[src/rtl/serial_operand_driver_pkg.sv]
`default_nettype none
// ============================================================================
// Module      : serial_operand_driver_pkg
// Description : Shared state encoding and counter sizing for serial_operand_driver.
// Revision    : 1.0 - initial release
// ============================================================================
package serial_operand_driver_pkg;

  typedef enum logic [1:0] {
    ST_IDLE  = 2'd0,
    ST_SHIFT = 2'd1,
    ST_HOLD  = 2'd2
  } state_t;

  // Counter must reach WIDTH+RET_LAT-1; one extra code keeps clog2 safe for small sums.
  function automatic int cnt_width(input int width, input int ret_lat);
    return $clog2(width + ret_lat + 1);
  endfunction

endpackage
`default_nettype wire

[src/rtl/serial_operand_driver_piso_shift_reg.sv]
`default_nettype none
// ============================================================================
// Module      : piso_shift_reg
// Description : Parallel-load register shifted out LSB first, zero-filling from the MSB.
// Revision    : 1.0 - initial release
// ============================================================================
module piso_shift_reg #(
  parameter int WIDTH = 4
) (
  input  logic             clock,
  input  logic             clear_i,
  input  logic             load_i,
  input  logic             shift_i,
  input  logic [WIDTH-1:0] data_i,
  output logic             bit_o
);

  logic [WIDTH-1:0] data_q;

  always_ff @(posedge clock) begin
    if (clear_i) begin
      data_q <= '0;
    end else if (load_i) begin
      data_q <= data_i;
    end else if (shift_i) begin
      data_q <= {1'b0, data_q[WIDTH-1:1]};
    end
  end

  assign bit_o = data_q[0];

endmodule
`default_nettype wire

[src/rtl/serial_operand_driver.sv]
`default_nettype none
// ============================================================================
// Module      : serial_operand_driver
// Description : Drives two operands bit-serially into an adder and collects the
//               returned serial sum and final carry. Optional macro SELF_CHECK_EN
//               adds a reference adder that flags disagreement on mismatch.
// Revision    : 1.0 - initial release
// ============================================================================
module serial_operand_driver
  import serial_operand_driver_pkg::*;
#(
  parameter int WIDTH   = 4,
  parameter int RET_LAT = 1
) (
  input  logic             clock,
  input  logic             reset,
  input  logic             in_valid,
  output logic             in_ready,
  input  logic [WIDTH-1:0] a_in,
  input  logic [WIDTH-1:0] b_in,
  output logic             shift_cont,
  output logic             s_a,
  output logic             s_b,
  input  logic             sum_in,
  input  logic             carry_in,
  output logic             res_valid,
  input  logic             res_ready,
  output logic [WIDTH-1:0] result,
  output logic             carry_out,
  output logic             mismatch
);

  localparam int               CNT_W    = cnt_width(WIDTH, RET_LAT);
  localparam logic [CNT_W-1:0] LAST_CNT = CNT_W'(WIDTH + RET_LAT - 1);

  state_t           state_q, state_d;
  logic [CNT_W-1:0] cnt_q, cnt_d;
  logic [WIDTH-1:0] result_q, result_d;
  logic             carry_q, carry_d;
  logic             res_valid_q, res_valid_d;
  logic             shift_cont_q, shift_cont_d;
  logic             load_op, shift_op, last_cyc, capture_en;
  logic [WIDTH-1:0] collected;

  assign last_cyc  = (cnt_q == LAST_CNT);
  assign collected = {sum_in, result_q[WIDTH-1:1]};

  // The first RET_LAT shift cycles carry no returned sum bit yet.
  generate
    if (RET_LAT == 0) begin : g_cap_always
      assign capture_en = 1'b1;
    end else begin : g_cap_delayed
      assign capture_en = (cnt_q >= CNT_W'(RET_LAT));
    end
  endgenerate

  piso_shift_reg #(.WIDTH(WIDTH)) u_piso_a (
    .clock   (clock),
    .clear_i (~reset),
    .load_i  (load_op),
    .shift_i (shift_op),
    .data_i  (a_in),
    .bit_o   (s_a)
  );

  piso_shift_reg #(.WIDTH(WIDTH)) u_piso_b (
    .clock   (clock),
    .clear_i (~reset),
    .load_i  (load_op),
    .shift_i (shift_op),
    .data_i  (b_in),
    .bit_o   (s_b)
  );

  always_comb begin
    state_d      = state_q;
    cnt_d        = cnt_q;
    result_d     = result_q;
    carry_d      = carry_q;
    res_valid_d  = res_valid_q;
    shift_cont_d = 1'b0;
    load_op      = 1'b0;
    shift_op     = 1'b0;
    case (state_q)
      ST_IDLE: begin
        if (in_valid) begin
          load_op      = 1'b1;
          cnt_d        = '0;
          result_d     = '0;
          carry_d      = 1'b0;
          shift_cont_d = 1'b1;
          state_d      = ST_SHIFT;
        end
      end
      ST_SHIFT: begin
        shift_op     = 1'b1;
        shift_cont_d = 1'b1;
        cnt_d        = cnt_q + 1'b1;
        if (capture_en) begin
          result_d = collected;
        end
        if (last_cyc) begin
          carry_d      = carry_in;
          res_valid_d  = 1'b1;
          shift_cont_d = 1'b0;
          cnt_d        = '0;
          state_d      = ST_HOLD;
        end
      end
      ST_HOLD: begin
        if (res_ready) begin
          res_valid_d = 1'b0;
          state_d     = ST_IDLE;
        end
      end
      default: state_d = ST_IDLE;
    endcase
  end

  always_ff @(posedge clock) begin
    if (!reset) begin
      state_q      <= ST_IDLE;
      cnt_q        <= '0;
      result_q     <= '0;
      carry_q      <= 1'b0;
      res_valid_q  <= 1'b0;
      shift_cont_q <= 1'b0;
    end else begin
      state_q      <= state_d;
      cnt_q        <= cnt_d;
      result_q     <= result_d;
      carry_q      <= carry_d;
      res_valid_q  <= res_valid_d;
      shift_cont_q <= shift_cont_d;
    end
  end

  assign in_ready   = (state_q == ST_IDLE);
  assign shift_cont = shift_cont_q;
  assign res_valid  = res_valid_q;
  assign result     = result_q;
  assign carry_out  = carry_q;

`ifdef SELF_CHECK_EN
  logic [WIDTH:0] ref_q;
  logic           mismatch_q;

  always_ff @(posedge clock) begin
    if (!reset) begin
      ref_q      <= '0;
      mismatch_q <= 1'b0;
    end else if (load_op) begin
      ref_q      <= {1'b0, a_in} + {1'b0, b_in};
      mismatch_q <= 1'b0;
    end else if ((state_q == ST_SHIFT) && last_cyc) begin
      mismatch_q <= ({carry_in, collected} != ref_q);
    end
  end

  assign mismatch = mismatch_q;
`else
  assign mismatch = 1'b0;
`endif

endmodule
`default_nettype wire

[config.mk]
export PLATFORM = sky130hd
export DESIGN_NAME = serial_operand_driver
export DESIGN_NICKNAME = d
export VERILOG_FILES = /design/src/rtl/serial_operand_driver_pkg.sv /design/src/rtl/serial_operand_driver_piso_shift_reg.sv /design/src/rtl/serial_operand_driver.sv
export SDC_FILE = /design/constraint.sdc
export NUM_CORES = 1
export LEC_CHECK = 0
export BUFFER_PORTS_ARGS = -buffer_cell sky130_fd_sc_hd__buf_2
export CORE_UTILIZATION = 50
export CTS_CLUSTER_SIZE = 24
export DETAILED_ROUTE_END_ITERATION = 10
export MAX_ROUTING_LAYER = met4
export PLACE_DENSITY = 0.83
export SYNTH_ARGS = -nofsm -noshare
export SYNTH_HDL_FRONTEND = slang
export SYNTH_HIERARCHICAL = 1
export SYNTH_SLANG_ARGS = --single-unit
export TNS_END_PERCENT = 20
[constraint.sdc]
create_clock -name clock -period 4.73 [get_ports clock]
set_clock_uncertainty 0.2 [all_clocks]
set_input_delay 0.473 -clock clock [delete_from_list [all_inputs] [get_ports clock]]
set_output_delay 0.473 -clock clock [all_outputs]
set_load 0.005 [all_outputs]
# Word-level counts from Yosys, hierarchy flattened
# Cells that the tools add are included.
# totals
rom_bits,0
out_inout_bits,11
ram_bits,0
in_bits,14
word_cells,51
latch_bits,0
memories,0
reg_bits,20
# classes
addsub,1
shift,0
magnitude_cmp,1
eq_ne,7
div_mod_pow,0
multipliers,0
bitwise_logic,0
n_reduce_logical,9
mux,25
# op_table
op,n
two-way mux 4 bit,6
AND reduction 3 bit,4
two-way mux 1 bit,8
"!= test 2 bit, second input constant",4
one-hot mux 4 bit (2 select lines),1
two-way mux 2 bit,3
two-way mux 3 bit,2
one-hot mux 1 bit (2 select lines),3
one-hot mux 2 bit (3 select lines),1
one-hot mux 3 bit (2 select lines),1
nonzero test 2 bit,3
"adder 3 x 1 -> 3 bit, second input constant",1
"== test 3 bit, second input constant",1
"greater-or-equal comparator 3 x 1 -> 1 bit, second input constant",1
"== test 2 x 1 -> 1 bit, second input constant",1
"== test 2 bit, second input constant",1
zero test 2 bit,1
AND reduction 2 bit,1

# Logic depth before layout (Yosys ltp)
# Gate-level depths: netlist (run 1).
# depth
word_depth,4
depth_mapped,5

# Cells and area by module
# Netlist (run 1), hierarchy kept.
# modules_own_cells
module,seq_area_each_um2,area_per_inst_um2,cells_each,instances
serial_operand_driver,240.2,565.5,67,1
piso_shift_reg,80.1,172.7,17,2

# Least setup slack after synthesis (run 1)
# OpenSTA, ideal clock, no wires.
# synth_timing
kind,input port to flip-flop
from,in in_valid
to,"reg result_q[0], in the netlist result[0]"
n_path_buf,1
slack_ns,3.055
stages,4
t_required_ns,4.409
arrival_ns,1.355
setup_ns,0.121
path_cell_list,or3b_1 -> buf_6 -> and3_1 -> mux2_2
# synth_via
elab_chain_len,2
# synth_lines
element,line_no,rtl
from (decl),serial_operand_driver.sv:17,"input logic in_valid,"
!= test 2 bit (no line),n/a,
AND reduction 3 bit (no line),n/a,
to (signal assigned),serial_operand_driver.sv:131,result_q <= result_d;
to (decl),serial_operand_driver.sv:38,"logic [WIDTH-1:0] result_q, result_d;"
# No other way between the ends.
# A chain may end at the register's enable or synchronous reset.

# Worst setup path after layout (run 1)
# layout_timing
from,reg state_q[0]
to,reg u_piso_b.data_q[1]
# layout_via
elab_chain_len,3
elab_cells_between_ends,6
cone_classes,eq/ne (1); mux (3); reduce/logical (2)
# layout_lines
element,line_no,rtl
from (decl),serial_operand_driver.sv:36,"state_t state_q, state_d;"
from (signal assigned),serial_operand_driver.sv:129,state_q <= state_d;
zero test 2 bit (*),serial_operand_driver.sv:84,case (state_q)
two-way mux 1 bit (*),serial_operand_driver.sv:84,
via load_op,serial_operand_driver.sv:42,"logic load_op, shift_op, last_cyc, capture_en;"
two-way mux 4 bit or nonzero test 2 bit (tied branches),n/a,
to (signal assigned),serial_operand_driver_piso_shift_reg.sv:24,data_q <= data_i;
to (signal assigned),serial_operand_driver_piso_shift_reg.sv:26,"data_q <= {1'b0, data_q[WIDTH-1:1]};"
to (decl),serial_operand_driver_piso_shift_reg.sv:18,logic [WIDTH-1:0] data_q;
# Mark *: on every way through the listed nets, which the timed path passes. The rest lies on a longest branch.

==> results.md, run 1 <==
* Post-CTS Setup Bufs at 0
* Peak supply drop at 0.0001803 V
* Leading cell type by number of instances after synthesis: dfxtp_1
* WHS Endpoint: u_piso_a/data_q[3]$_SDFFE_PP0P_
* Most used DFF post-synth: dfxtp_1
* Top-Level Pins at 25
* Die Wd at 44.68 um
* Clock power share at 0.295
* Post-route clock period utilization at 0.3784
* Leak Pwr at 0.4637 nW
* Top-area cell type share of the netlist area at 0.4396
* Pin slew with the least headroom to its limit at 0.5055 ns
* Final min period at 1.790 ns
* Synth cell types at 28
* Setup crit end kind: flip-flop
* Routed WL per cell at 10.67 um
* DP HPWL at 1.163 mm
* Vias in the first global route at 655
* Status: complete, no violations
* MaxCap Viol Count at 0
* Final hold vios at 0
* First-pass GRT wire length at 2.635 mm
* Vias per std cell at 5.073
* # nets final at 143
* Seq pwr share at 0.564
* Hold depth at 3
* Critical Path RT at 4.73 ns
* Initial antenna violation count at 0
* Worst reg2reg setup slack at 2.94 ns
* Max FO, Critical Path at 12
* Slew margin rel. at 0.6626
* Min Hold Slack at 0.2183 ns
* Die footprint at 1996 sq um
* Initial DRC Count at 7
* Largest net degree at the start of global routing at 17
* Clock slew at reported path FFs at 0.11 ns
* Drt total wl at 1.601 mm
* Final setup vio count at 0
* Reg2Reg Depth at 4
* CTS tree: built
* CTS buffer count at 3
* Row Count at 15
* Reg-to-reg startpoint: state_q[0]$_SDFFE_PN0P_
* Sw Share at 0.2446
* Layout area overhead at 17.58%
* Fmax at 558.8 MHz
* GRT overflow at 0
* N_diodes at 0
* Clk sinks at 20
* H-tree depth at 1
* P_sw at 0.07923 mW
* P_int at 0.2447 mW
* Mapped Area at 910.9 sq um
* Starting density of the core at 0.5333
* Die height at 44.68 um
* #FFs+latches synth at 20
* Gate power share at 0.141
* Detail Route Antenna Nets at 0
* Max-slew violation count at 0
* Port Buffers at 23
* P per Cell Area at 302.5 nW/um^2
* YS warnings at 6
* Drt first pass iters at 4
* WP data arrival at 1.79 ns
* Register area share after synthesis at 0.4396
* Routability Congestion at 0.7711
* Worst Min Path Start: a_in[3]
* Worst setup path category: reg2reg
* # resized after CTS at 0
* Worst-Skew Late Latency at 0.29 ns
* Gate Count Post-Synth at 101
* Share of flip-flops with an asynchronous set or reset at 0
* Cell taking the most area after synthesis: dfxtp_1
* HP Class: in2reg
* Post-synth top cells: 20 x dfxtp_1, 10 x a21oi_1, 10 x nand2_1, 9 x mux2i_1
* FF-to-FF End: u_piso_b/data_q[1]$_SDFFE_PP0P_
* Core area at 1708 sq um
* Kind of start point of the critical path: flip-flop
* Area contributors post-synth: dfxtp_1 44%, mux2i_1 9.9%, a211oi_1 5.8%
* Clock tree root driver cell: clkbuf_4
* Setup TNS at 0 ns
* Share of layout cells above drive strength 1 at 0.2320
* DRC viols at 0
* Mean post-synth cell area at 9.019 sq um
* # hold bufs at CTS at 0
* Number of flops mapped to enable cells by yosys at 0
* Vias at 761
* RSZ-0062 raised after global routing: false
* GRT Util Overall at 0.1862
* Clk buf depth at 2
* Syn Nets at 118
-- flip-flops by register name, summed over array words and instances (netlist names) --
register         count
result               4
u_piso_a/data_q      4
u_piso_b/data_q      4
cnt_q                3
state_q              2
carry_out            1
res_valid            1
shift_cont           1
-- area by class of cell --
cell class              count  area [sq um]
fillers                   158         636.9
multi-input cells          70         457.9
flip-flops and latches     20         400.4
repair buffers             23         115.1
clock buffers               4         36.28
well taps                  25         31.28
inverters                   8         30.03
-- cell families (layout without fill, tap and decap cells) --
| family | Yosys count | count (layout) | share of synthesized area |
|---|---|---|---|
| and+or+nand+nor | 34 | 34 | 0.1951 |
| muxes | 10 | 10 | 0.1113 |
| adders and majority gates | 3 | 3 | 0.04121 |
| other | 1 | 1 | 0.004117 |
| buffers and inverters | 11 | 35 | 0.05769 |
| DFF | 20 | 20 | 0.4396 |
| AOI/OAI and AO/OA | 22 | 22 | 0.1511 |
-- power groups by stage --
stage,clock network [mW],logic [mW],registers [mW]
final,0.0957,0.0457,0.183
after global routing,0.104,0.0517,0.184
after CTS,0.0984,0.0460,0.183
after detailed placement,0,0.0459,0.186
after global placement,0,0.0445,0.186
after floorplan,0,0.0331,0.186
-- per-layer routing --
| layer | vias to the layer above | global-route usage | routed length, um |
|---|---|---|---|
| met3 | 2 | 0.03673 | 60 |
| met5 | - | - | 0 |
| met1 | 343 | 0.2155 | 769 |
| met2 | 21 | 0.3147 | 759 |
| met4 | 0 | 0.07273 | 11 |
| li1 | 395 | - | - |
-- cells in the final DEF, fill, tap and decap left out --
master | synthesis | final
conb_1 | 1 | 1
o21ai_0 | 1 | 1
nor4_1 | 1 | 1
a21oi_1 | 10 | 10
a31oi_1 | 1 | 1
nor2_1 | 5 | 5
o211ai_1 | 1 | 1
ha_1 | 3 | 3
or2_2 | 1 | 1
clkbuf_4 | 0 | 3
a211oi_1 | 7 | 7
or3b_1 | 3 | 3
clkinv_1 | 1 | 1
o21bai_1 | 1 | 1
and2_1 | 1 | 1
a2bb2oi_1 | 1 | 1
nand2_1 | 10 | 10
nor2b_1 | 6 | 6
nand3_1 | 4 | 4
dfxtp_1 | 20 | 20
buf_2 | 0 | 23
inv_1 | 7 | 7
clkbuf_8 | 0 | 1
nand2b_1 | 1 | 1
and3_1 | 1 | 1
nand4_1 | 1 | 1
mux2_2 | 1 | 1
mux2i_1 | 9 | 9
-- worst max-delay path, stage by stage, from the launching register on --
cell and delay [ns]:
dfxtp_1 0.38, or3b_1 0.51, inv_1 0.27, inv_1 0.12, a211oi_1 0.22
-- per-stage QoR --
| stage | instance area [sq um] | cells | power [mW] | utilization | setup slack (ns) |
|---|---|---|---|---|---|
| after global routing | 1071 | 150 | 0.3403 | 0.6271 | 2.789 |
| after floorplan | 910.9 | 101 | 0.2188 | - | 3.055 |
| final | 1071 | 150 | 0.3240 | 0.6271 | 2.940 |
| after detailed placement | 1035 | 146 | 0.2323 | 0.6059 | 2.736 |
| after CTS | 1071 | 150 | 0.3271 | 0.6271 | 2.930 |
| after global placement | 1035 | 146 | 0.2307 | 0.6059 | 2.822 |
-- worst max-delay path by stage --
stage / slack [ns] / cells past startpoint / from / endpoint
floorplan: 3.05 / 4 / in_valid / result[0]$_SDFFE_PN0P_
global placement: 2.82 / 5 / in_valid / u_piso_b/data_q[2]$_SDFFE_PP0P_
detailed placement: 2.74 / 5 / in_valid / u_piso_b/data_q[1]$_SDFFE_PP0P_
CTS: 2.93 / 4 / state_q[0]$_SDFFE_PN0P_ / u_piso_b/data_q[3]$_SDFFE_PP0P_
global route: 2.79 / 4 / state_q[0]$_SDFFE_PN0P_ / u_piso_a/data_q[3]$_SDFFE_PP0P_
finish: 2.94 / 4 / state_q[0]$_SDFFE_PN0P_ / u_piso_b/data_q[1]$_SDFFE_PP0P_
No activity file was read; power rests on OpenSTA's default activity.
==> run 2, diff against run 1 <==
ABC_AREA = 1   (was not set)
clock period = 1.8 ns   (was 4.73 ns; I/O delays follow)
==> results.md, run 2 <==
* Status: complete, no violations
* Syn Nets at 145
* Final min period at 1.665 ns
* Final setup vio count at 0
* Fin area at 1252 sq um
* Most used cell, CP: nand2_1
* Reg-to-reg startpoint: state_q[1]$_SDFFE_PN0P_
* Worst setup path category: reg2reg
* DRC viols at 0
* Final hold vios at 0
* Vias in the first global route at 811
* Share of layout cells above drive strength 1 at 0.2544
* Core area at 1727 sq um
* Mean post-synth cell area at 7.194 sq um
* GR peak layer: met2
* HP Class: in2reg
* CTS tree: built
* Die Wd at 44.92 um
* Routability Congestion at 0.7752
* Die footprint at 2017 sq um
* Layout area overhead at 36.01%
* FF-to-FF End: u_piso_a/data_q[1]$_SDFFE_PP0P_
* Reg2Reg Depth at 8
* RSZ-0062 raised after global routing: false
* Setup TNS at 0 ns
* Post-route clock period utilization at 0.9252
* Max-slew violation count at 0
* N_diodes at 0
* Largest net degree at the start of global routing at 18
* Min Hold Slack at 0.0001378 ns
* GRT Util Overall at 0.2308
* # nets final at 187
* Starting density of the core at 0.5333
* Drt total wl at 2.159 mm
* Clk buf depth at 2
* Mapped Area at 920.9 sq um
* GR Util met1 at 0.2687
* Most frequent cells in the layout: 37 x nand2_1, 23 x buf_2, 19 x nand3_1, 19 x dfxtp_1, 14 x inv_1
* H-tree depth at 1
* Cell taking the most area after synthesis: dfxtp_1
* # fillers at 149
* Setup crit end: u_piso_a/data_q[1]$_SDFFE_PP0P_
* Top-Level Pins at 25
* Gate Count Post-Synth at 128
* Setup crit end kind: flip-flop
* MaxCap Viol Count at 0
* Met3 Track Usage GR at 0.03600
* GRT overflow at 0
* Initial DRC Count at 39
* Detail Route Antenna Nets at 0
* Number of flops mapped to enable cells by yosys at 0
* Post-synth top cells: 37 x nand2_1, 20 x dfxtp_1, 19 x nand3_1, 15 x inv_1, 10 x a21oi_1
* Vias at 974
* CP cell instances: nor2_1 -> nand2_2 -> clkinvlp_4 -> nor2_2 -> nand2_1 -> nand3_1 -> nand2_1 -> inv_1
* Share of flip-flops with an asynchronous set or reset at 0
* WP data arrival at 1.73 ns
* Area post-placement at 1060 sq um
* Leading cell type by number of instances after synthesis: nand2_1
* Top-area cell type share of the netlist area at 0.4348
* Area contributors post-synth: dfxtp_1 43%, nand2_1 15%, nand3_1 10%
* First-pass GRT wire length at 3.291 mm
* Initial antenna violation count at 0
* Die height at 44.92 um
* Register area share after synthesis at 0.4348
* Most common cell after layout, fill and taps aside: nand2_1
* Row Count at 15
* Routed WL per cell at 11.13 um
* Most used DFF post-synth: dfxtp_1
* Clock tree root driver cell: clkbuf_4
* Vias per std cell at 5.021
* Met2 Usage GRT at 0.3971
* Max FO, Critical Path at 10
* Port Buffers at 23
* Slowest CP cell: dfxtp_2
* Synth cell types at 21
* Clock slew at reported path FFs at 0.12 ns
* P per Cell Area at 810.8 nW/um^2
* Worst reg2reg setup slack at 0.13 ns
* CTS buffer count at 3
* Crit path largest cell delay at 0.41 ns
* Kind of start point of the critical path: flip-flop
* Critical Path RT at 1.86 ns
* Crit. Startpoint: state_q[1]$_SDFFE_PN0P_
* DP HPWL at 1.369 mm
* Fmax at 600.5 MHz
* #FFs+latches synth at 20
* Worst-Skew Late Latency at 0.30 ns
* Clk sinks at 20
* Peak supply drop at 0.0006133 V
* YS warnings at 6
* Drt first pass iters at 5
* Leak Pwr at 0.6255 nW
run 2: cell types whose count changed after synthesis, moves of 3 or more:
| cell | delta |
|---|---|
| a211oi_1 | -7 |
| inv_1 | +8 |
| mux2i_1 | -9 |
| nand2_1 | +27 |
| nand3_1 | +15 |
| nor2b_1 | -6 |
| or3b_1 | -3 |
run 2: through the flow:
step           instances  total power [mW]    util  setup slack, ns
2_1_floorplan        128            0.5807       -           0.2329
3_3_place_gp         175            0.6206  0.6138           0.1658
3_5_place_dp         175            0.6264  0.6138          0.04963
4_1_cts              189             1.003  0.7022          0.03662
5_1_grt              194             1.066  0.7254          0.06391
6_report             194             1.016  0.7254           0.1347
run 2: area by class of cell:
| type | count | area, sq um | area share |
|---|---|---|---|
| Timing Repair Buffer | 37 | 245.2 | 0.1958 |
| Sequential cell | 20 | 401.6 | 0.3207 |
| Clock buffer | 3 | 22.52 | 0.01798 |
| Timing Repair inverter | 1 | 5.005 | 0.003996 |
| Clock inverter | 1 | 30.03 | 0.02398 |
| Inverter | 18 | 71.32 | 0.05694 |
| Multi-Input combinational cell | 89 | 445.4 | 0.3556 |
| Tap cell | 25 | 31.28 | 0.02498 |
run 2: per-layer routing:
metal / part of all wire / up-vias
li1: - / 486
met1: 0.42 / 432
met2: 0.50 / 50
met3: 0.054 / 6
met4: 0.016 / 0
met5: 0 / -
run 2: critical path: cells and delay by family (launching register included):
family / cells / cell delay [ns]
and+or+nand+nor: 6 / 0.73
DFF: 1 / 0.41
buffers and inverters: 2 / 0.28
run 2: repair_timing:
| action | in CTS | in global routing |
|---|---|---|
| setup buffers | 0 | 4 |
| hold endpoints to repair | 14 | 0 |
| gates resized for setup | 0 | 2 |
| hold buffers | 10 | 0 |
| endpoints found under the setup margin | 0 | 8 |
run 2: power by group:
group | internal, mW | switching, mW
Sequential | 0.465 | 0.0154
Combinational | 0.0740 | 0.0958
Clock | 0.225 | 0.140
Total | 0.764 | 0.252
run 2: cells by family after synthesis:
group,after synthesis,share of synthesized area
fa+ha+maj,3,0.04077
flops,20,0.4348
buf+inv,19,0.08152
compound gates,18,0.1168
other cells,1,0.004072
simple gates,67,0.3220
run 2: how the worst min path moves through the flow:
stage | from | endpoint | slack (ns) | cells after the start
finish | b_in[1] | u_piso_b/data_q[1]$_SDFFE_PP0P_ | 0.0001 | 5
global route | b_in[1] | u_piso_b/data_q[1]$_SDFFE_PP0P_ | 0.02 | 5
CTS | b_in[1] | u_piso_b/data_q[1]$_SDFFE_PP0P_ | 0.005 | 5
detailed placement | b_in[3] | u_piso_b/data_q[3]$_SDFFE_PP0P_ | 0.25 | 3
global placement | b_in[3] | u_piso_b/data_q[3]$_SDFFE_PP0P_ | 0.24 | 3
floorplan | reset | shift_cont$_SDFF_PN0_ | 0.1 | 1
